--- src/rtl/keypad_event_fifo.sv ---
// Keypad event FIFO: debounces scanner presses/releases, queues one code per press.
// Optional auto-repeat while a key is held: define KEYPAD_AUTOREPEAT_EN.
module keypad_event_fifo #(
  parameter int DEPTH           = 8,
  parameter int DEBOUNCE_CYCLES = 4,
  parameter int REPEAT_DELAY    = 64,
  parameter int REPEAT_PERIOD   = 16
) (
  input  logic                     clk,
  input  logic                     reset,
  input  logic [3:0]               key_code,
  input  logic                     key_valid,
  input  logic                     key_held,
  output logic [3:0]               evt_code,
  output logic                     evt_valid,
  input  logic                     evt_ready,
  output logic [$clog2(DEPTH):0]   fifo_count,
  output logic                     overflow,
  input  logic                     overflow_clr,
  output logic                     busy
);

  localparam int AW = $clog2(DEPTH);
  localparam int CW = (DEBOUNCE_CYCLES > 1) ? $clog2(DEBOUNCE_CYCLES) : 1;
  localparam logic [CW-1:0] CNT_LAST = CW'(DEBOUNCE_CYCLES - 1);

  if (DEPTH < 2 || (DEPTH & (DEPTH - 1)) != 0 || DEBOUNCE_CYCLES < 1 ||
      REPEAT_DELAY < 1 || REPEAT_PERIOD < 1) begin : g_bad_param
    $error("keypad_event_fifo: invalid parameter set");
  end

  typedef enum logic [1:0] {IDLE, CONFIRM, HELD, RELEASE} state_e;

  state_e          state_q, state_d;
  logic [CW-1:0]   cnt_q, cnt_d;
  logic [3:0]      cap_q, cap_d;
  logic            press_push;
  logic            push_req;

  always_ff @(posedge clk or posedge reset) begin
    if (reset) begin
      state_q <= IDLE;
      cnt_q   <= '0;
      cap_q   <= '0;
    end else begin
      state_q <= state_d;
      cnt_q   <= cnt_d;
      cap_q   <= cap_d;
    end
  end

  always_comb begin
    state_d    = state_q;
    cnt_d      = cnt_q;
    cap_d      = cap_q;
    press_push = 1'b0;
    case (state_q)
      IDLE: begin
        if (key_valid) begin
          cap_d   = key_code;
          cnt_d   = '0;
          state_d = CONFIRM;
        end
      end
      CONFIRM: begin
        // any low cycle while confirming is treated as bounce
        if (!key_held) begin
          state_d = IDLE;
        end else if (cnt_q == CNT_LAST) begin
          press_push = 1'b1;
          cnt_d      = '0;
          state_d    = HELD;
        end else begin
          cnt_d = cnt_q + CW'(1);
        end
      end
      HELD: begin
        if (!key_held) begin
          cnt_d   = '0;
          state_d = RELEASE;
        end
      end
      RELEASE: begin
        if (key_held) begin
          cnt_d   = '0;
          state_d = HELD;
        end else if (cnt_q == CNT_LAST) begin
          state_d = IDLE;
        end else begin
          cnt_d = cnt_q + CW'(1);
        end
      end
      default: state_d = IDLE;
    endcase
  end

`ifdef KEYPAD_AUTOREPEAT_EN
  localparam int RW = $clog2(REPEAT_DELAY + REPEAT_PERIOD + 1);

  // rep_q = cycles since the press push; holds its value through RELEASE
  logic [RW-1:0] rep_q, rep_d;
  logic          rep_push;

  always_ff @(posedge clk or posedge reset) begin
    if (reset) rep_q <= '0;
    else       rep_q <= rep_d;
  end

  always_comb begin
    rep_d    = rep_q;
    rep_push = 1'b0;
    if (state_q == CONFIRM && state_d == HELD) begin
      rep_d = RW'(1);
    end else if (state_q == HELD && key_held) begin
      if (rep_q == RW'(REPEAT_DELAY + REPEAT_PERIOD)) begin
        rep_push = 1'b1;
        rep_d    = RW'(REPEAT_DELAY + 1);
      end else begin
        rep_push = (rep_q == RW'(REPEAT_DELAY));
        rep_d    = rep_q + RW'(1);
      end
    end
  end

  assign push_req = press_push | rep_push;
`else
  assign push_req = press_push;
`endif

  // event storage
  logic [3:0]    mem_q [DEPTH];
  logic [AW-1:0] wr_q, rd_q;
  logic [AW:0]   count_q, count_d;
  logic          ovf_q;
  logic          full, empty, pop, push_ok, drop;

  assign full    = (count_q == (AW+1)'(DEPTH));
  assign empty   = (count_q == '0);
  assign pop     = evt_ready && !empty;
  assign push_ok = push_req && (!full || pop);
  assign drop    = push_req && full && !pop;

  always_comb begin
    count_d = count_q;
    case ({push_ok, pop})
      2'b10:   count_d = count_q + (AW+1)'(1);
      2'b01:   count_d = count_q - (AW+1)'(1);
      default: count_d = count_q;
    endcase
  end

  always_ff @(posedge clk or posedge reset) begin
    if (reset) begin
      wr_q    <= '0;
      rd_q    <= '0;
      count_q <= '0;
      ovf_q   <= 1'b0;
    end else begin
      if (push_ok) wr_q <= wr_q + AW'(1);
      if (pop)     rd_q <= rd_q + AW'(1);
      count_q <= count_d;
      if (drop)              ovf_q <= 1'b1;
      else if (overflow_clr) ovf_q <= 1'b0;
    end
  end

  always_ff @(posedge clk) begin
    if (push_ok) mem_q[wr_q] <= cap_q;
  end

  assign evt_code   = empty ? 4'h0 : mem_q[rd_q];
  assign evt_valid  = !empty;
  assign fifo_count = count_q;
  assign overflow   = ovf_q;
  assign busy       = (state_q != IDLE);

endmodule

--- config.mk ---
export PLATFORM = sky130hd
export DESIGN_NAME = keypad_event_fifo
export DESIGN_NICKNAME = d
export VERILOG_FILES = /design/src/rtl/keypad_event_fifo.sv
export SDC_FILE = /design/constraint.sdc
export NUM_CORES = 1
export LEC_CHECK = 0
export ABC_AREA = 1
export CORE_ASPECT_RATIO = 0.9
export CORE_MARGIN = 2
export CORE_UTILIZATION = 64
export CTS_BUF_LIST = sky130_fd_sc_hd__clkbuf_8
export DETAILED_ROUTE_END_ITERATION = 10
export PLACE_DENSITY = 0.88
export SYNTH_ARGS = -nofsm -noshare
export SYNTH_HDL_FRONTEND = slang
export SYNTH_SLANG_ARGS = --single-unit
--- constraint.sdc ---
create_clock -name clk -period 4.7 [get_ports clk]
set_input_delay 1.41 -clock clk [delete_from_list [all_inputs] [get_ports clk]]
set_output_delay 1.41 -clock clk [all_outputs]
set_load 0.02 [all_outputs]
# Yosys cells after proc, flatten, opt, wreduce, memory -nomap -nowiden

Memory sizes are Yosys's and may differ from the RTL's.
Cells that the tools add are included.

Bits in read-only memories: 0
Input port bits: 10
RAM bits: 32
Memories kept: 1
Register bits after elaboration: 19
Bits in latches: 0

Bitwise operators: 0
Magnitude comparators: 0
$mul: 0
Reductions and logical operators: 16
Equality and inequality tests: 13
Shift-type cells: 0
Mux-type cells: 23
Divide/modulo/power cells: 0
$add $sub $neg: 5

Memories:

| name  | words | bits a word | read ports | clocked after memory_dff | write ports | RTL line | source |
|---|---|---|---|---|---|---|---|
| mem_q | 8     | 4           | 1          | 0                        | 1           | 131      | `logic [3:0] mem_q [DEPTH];` |

Operators by type and width:

| cell                  | number |
|---|---|
| $mux W2               | 12 |
| $pmux W2 S4           | 2 |
| $ne A3 B3 Y1 const B  | 3 |
| $eq A2 B2 Y1 const B  | 4 |
| $pmux W4 S2           | 1 |
| $reduce_and A4 Y1     | 2 |
| $mux W1               | 7 |
| $add A3 B1 Y3 const B | 2 |
| $ne A2 B2 Y1 const B  | 3 |
| $reduce_bool A2 Y1    | 3 |
| $add A4 B1 Y4 const B | 1 |
| $eq A2 B1 Y1 const B  | 2 |
| $eq A4 B4 Y1 const B  | 1 |
| $logic_and A1 B1 Y1   | 4 |
| $logic_not A4 Y1      | 1 |
| $mux W4               | 1 |
| $sub A4 B1 Y4 const B | 1 |
| $logic_not A1 Y1      | 3 |
| $add A2 B1 Y2 const B | 1 |
| $logic_not A2 Y1      | 1 |
| $reduce_and A2 Y1     | 1 |
| $logic_or A1 B1 Y1    | 1 |

# Logic depth before layout (Yosys ltp)

Depth in word-level cells: 7
Depth in mapped cells: 14
Gate-level depth less buffers: 14

# Worst setup path before layout

No wires, ideal clock.

Kind: register -> output
From: register rd_q[0]
To: output port evt_code[0]
Arrival: 1383 ps
Required time: 3290 ps
Cell stages (with the launch flop): 8
Setup slack: 1907 ps
Path through: dfrtp_1 buf_2 inv_1 buf_6 nor2_1 o32ai_1 nor2_1 nor2_1

Cells in the longest elaborated chain, start to end: 2

Ends and longest elaborated chain:

| item                   | RTL line | source |
|---|---|---|
| from (decl)            | 132      | `logic [AW-1:0] wr_q, rd_q;` |
| from (signal assigned) | 160      | `if (pop) rd_q <= rd_q + AW'(1);` |
| $mem_v2 Z8 W4          | -        |  |
| $mux W4                | 171      | `assign evt_code = empty ? 4'h0 : mem_q[rd_q];` |
| to (decl)              | 14       | `output logic [3:0] evt_code,` |

No other way between the ends.

# Worst setup path in the final report

Same ends and word-level chain as after synthesis.

==> results.sh <==
export IMPL_clock_sinks=51
export IMPL_drc=0
export IMPL_worst_slew_pin_slew_ps=748.0
export IMPL_drtAntennaViolNets=0
export IMPL_grt_pass1_vias=1450
export IMPL_core_area_mm2=0.003652
export IMPL_ys_warn_count=0
export IMPL_cp_arrival_ps=2420
export IMPL_root_buffer="clkbuf_8"
export IMPL_critPathLaunchType="flop"
export IMPL_slowest_delay_ps=630
export IMPL_slowest_stage="clkdlybuf4s50_1"
export IMPL_synth_fp_nets=242
export IMPL_drtPass1Iterations=6
export IMPL_first_iter_violations=232
export IMPL_synth_area_mm2=0.002380
export IMPL_fp_dieW_um=68.28
export IMPL_path_depth=6
export IMPL_maxCapViolations=0
export IMPL_avgSynthCellArea_um2=10.44
export IMPL_status="complete, no violations"
export IMPL_io_pins=21
export IMPL_post_cts_buffers=0
export IMPL_ctsResizeCount=0
export IMPL_overflow=0
export IMPL_rsz0062_at_grt="no"
export IMPL_nNetsFinal=263
export IMPL_timing_reg2reg_setup_slack_ps=2600
export IMPL_cts_made_buffers=5
export IMPL_max_freq_mhz=261.1
export IMPL_wl_per_cell_um=15.00
export IMPL_synth_cells=228
export IMPL_post_route_period_util=0.8149
export IMPL_layout_drive_gt1_share=0.1120
export IMPL_vias=1653
export IMPL_power_density_mw_per_mm2=583.8
export IMPL_grt_antenna_before_repair=0
export IMPL_min_path_cells=2
export IMPL_placed_cell_area_mm2=0.002595
export IMPL_place_congestion=0.8614
export IMPL_cts_tree="built"
export IMPL_worstHoldStart="cnt_q[1]$_DFFE_PP0P_"
export IMPL_via_per_inst=5.584
export IMPL_setup_viol=0
export IMPL_path_buf_inv=2
export IMPL_crit_path_max_fanout=18
export IMPL_post_route_util=0.7362
export IMPL_hold_end="cnt_q[1]$_DFFE_PP0P_"
export IMPL_leakage_nw=1.129
export IMPL_rr_startpoint="fifo_count[1]$_DFFE_PP0P_"
export IMPL_antenna_cells=0
export IMPL_synth_seq_cells=51
export IMPL_start_util=0.6516
export IMPL_fin_area_mm2=0.002689
export IMPL_area_growth_syn_to_layout_pct=12.99
export IMPL_io_buffers=20
export IMPL_grt_max_degree=20
export IMPL_ff2ff_path_depth=10
export IMPL_cts_hold_buf=0
export IMPL_wl_um=4440
export IMPL_fin_setup_tns_ps=0
export IMPL_peakVddDrop_mv=0.3355
export IMPL_hp_class="flop to flop"
export IMPL_layout_min_cycle_time_ps=3830
export IMPL_hold_violations=0
export IMPL_seq_area_frac_synth=0.6036
export IMPL_critPathRequiredTime_ps=3290
export IMPL_die_h_um=61.85
export IMPL_grt_use_total=0.2352
export IMPL_grt_pass1_wl_um=6872
export IMPL_cp_top_family="buffers and inverters"
export IMPL_path_class="flop to primary output"
export IMPL_die_area_mm2=0.004223
export IMPL_synth_cell_types=31
export IMPL_h_tree_depth=2
export IMPL_clock_latency_ps=310
export IMPL_skew_ps=6.537
export IMPL_power_total_mw=1.570
export IMPL_slew_headroom=0.5008
export IMPL_crit_chain="inv_1 > nor2_1 > o21ai_0 > o21ai_0 > nor2_1 > clkdlybuf4s50_1"
export IMPL_critPathCaptureType="primary output"
export IMPL_slew_viol_final=0
export IMPL_clockBufferDepth=2
export IMPL_dp_hpwl_um=3213
export IMPL_clkSlewWorstSetupHoldPaths_ps=90
export IMPL_r2r_end="fifo_count[2]$_DFFE_PP0P_"
export IMPL_placementRows=21
[stage by stage]
stage	setup WS, ps	std cells	hold slack, ps
floorplan	1907	228	479.4
global placement	1297	288	496.5
detailed placement	1208	288	517.0
CTS	895.4	296	542.1
global route	609.2	296	568.1
finish	870.1	296	549.7
[metal layers]
metal	global-route usage	wire length [um]
met1	0.3313	2034
met2	0.3592	2026
met3	0.05946	289
met4	0.08857	90
met5	0	0
[kinds of logic after synthesis]
family | synth area share
flops | 0.6036
xor+xnor | 0.01840
fa+ha+maj | 0.02103
compound gates | 0.07886
simple gates | 0.1951
mux | 0.02839
buf+inv | 0.05468
[cells in the mapped netlist (all sizes together)]
| cell type | count | share of area |
|---|---|---|
| nand4 | 3 | 0.0079 |
| or2 | 1 | 0.0037 |
| nand3 | 10 | 0.028 |
| o21ai | 23 | 0.048 |
| mux2 | 6 | 0.028 |
| o22ai | 1 | 0.0026 |
| buf | 6 | 0.018 |
| o32ai | 4 | 0.015 |
| nor2 | 46 | 0.079 |
| clkinv | 1 | 0.0037 |
| a21oi | 3 | 0.0063 |
| dfrtp | 19 | 0.20 |
| nor3 | 4 | 0.013 |
| o2111ai | 1 | 0.0037 |
| edfxtp | 32 | 0.40 |
| xor2 | 5 | 0.018 |
| nand2 | 36 | 0.061 |
| o211ai | 1 | 0.0032 |
| inv | 21 | 0.033 |
| and3 | 1 | 0.0026 |
| ha | 4 | 0.021 |
[worst max-delay path by stage]
stage | from | end | slack [ps]
finish | rd_q[0]$_DFFE_PP0P_ | evt_code[0] | 870
CTS | rd_q[0]$_DFFE_PP0P_ | evt_code[0] | 900
detailed placement | evt_ready | mem_q[3][1]$_DFFE_PP_ | 1210
floorplan | rd_q[0]$_DFFE_PP0P_ | evt_code[0] | 1910
global placement | rd_q[0]$_DFFE_PP0P_ | evt_code[2] | 1300
global route | rd_q[0]$_DFFE_PP0P_ | evt_code[3] | 610
[area by class of cell]
class | count | area, um^2
Sequential cell | 51 | 1436
Fill cell | 244 | 963.4
Multi-Input combinational cell | 149 | 813.3
Timing Repair Buffer | 20 | 200.2
Inverter | 22 | 87.58
Clock buffer | 5 | 68.82
Tap cell | 46 | 57.56
Clock inverter | 3 | 25.02
[worst reg2reg max path: stages (launching register included)]
cell and delay (ps):
dfrtp_1 460, nor2_2 180, nand2_1 280, nand3_4 230, xor2_1 190, inv_1 70
ha_1 190, o21ai_1 180, nand3_1 90, nand2_1 80, inv_1 40
[layout by cell type, fill, tap and decap left out, drive strengths merged, types with 5 or more instances in the layout]
master / Yosys / layout
dfrtp: 19 / 19
nor2: 46 / 46
clkdlybuf4s50: 0 / 20
nand3: 10 / 10
nand2: 36 / 36
inv: 21 / 23
o21ai: 23 / 23
xor2: 5 / 5
mux2: 6 / 6
edfxtp: 32 / 32
clkbuf: 0 / 5
[flip-flops by register name, summed over array words and instances (netlist names), named ones only]
register,flops
cap_q,4
cnt_q,2
fifo_count,4
mem_q,32
overflow,1
rd_q,3
state_q,1
wr_q,3
[power by group]
part           switching, mW  internal [mW]
sequential             0.140          0.576
clock                  0.153          0.109
combinational          0.327          0.266
(Power assumes the default switching activity.)
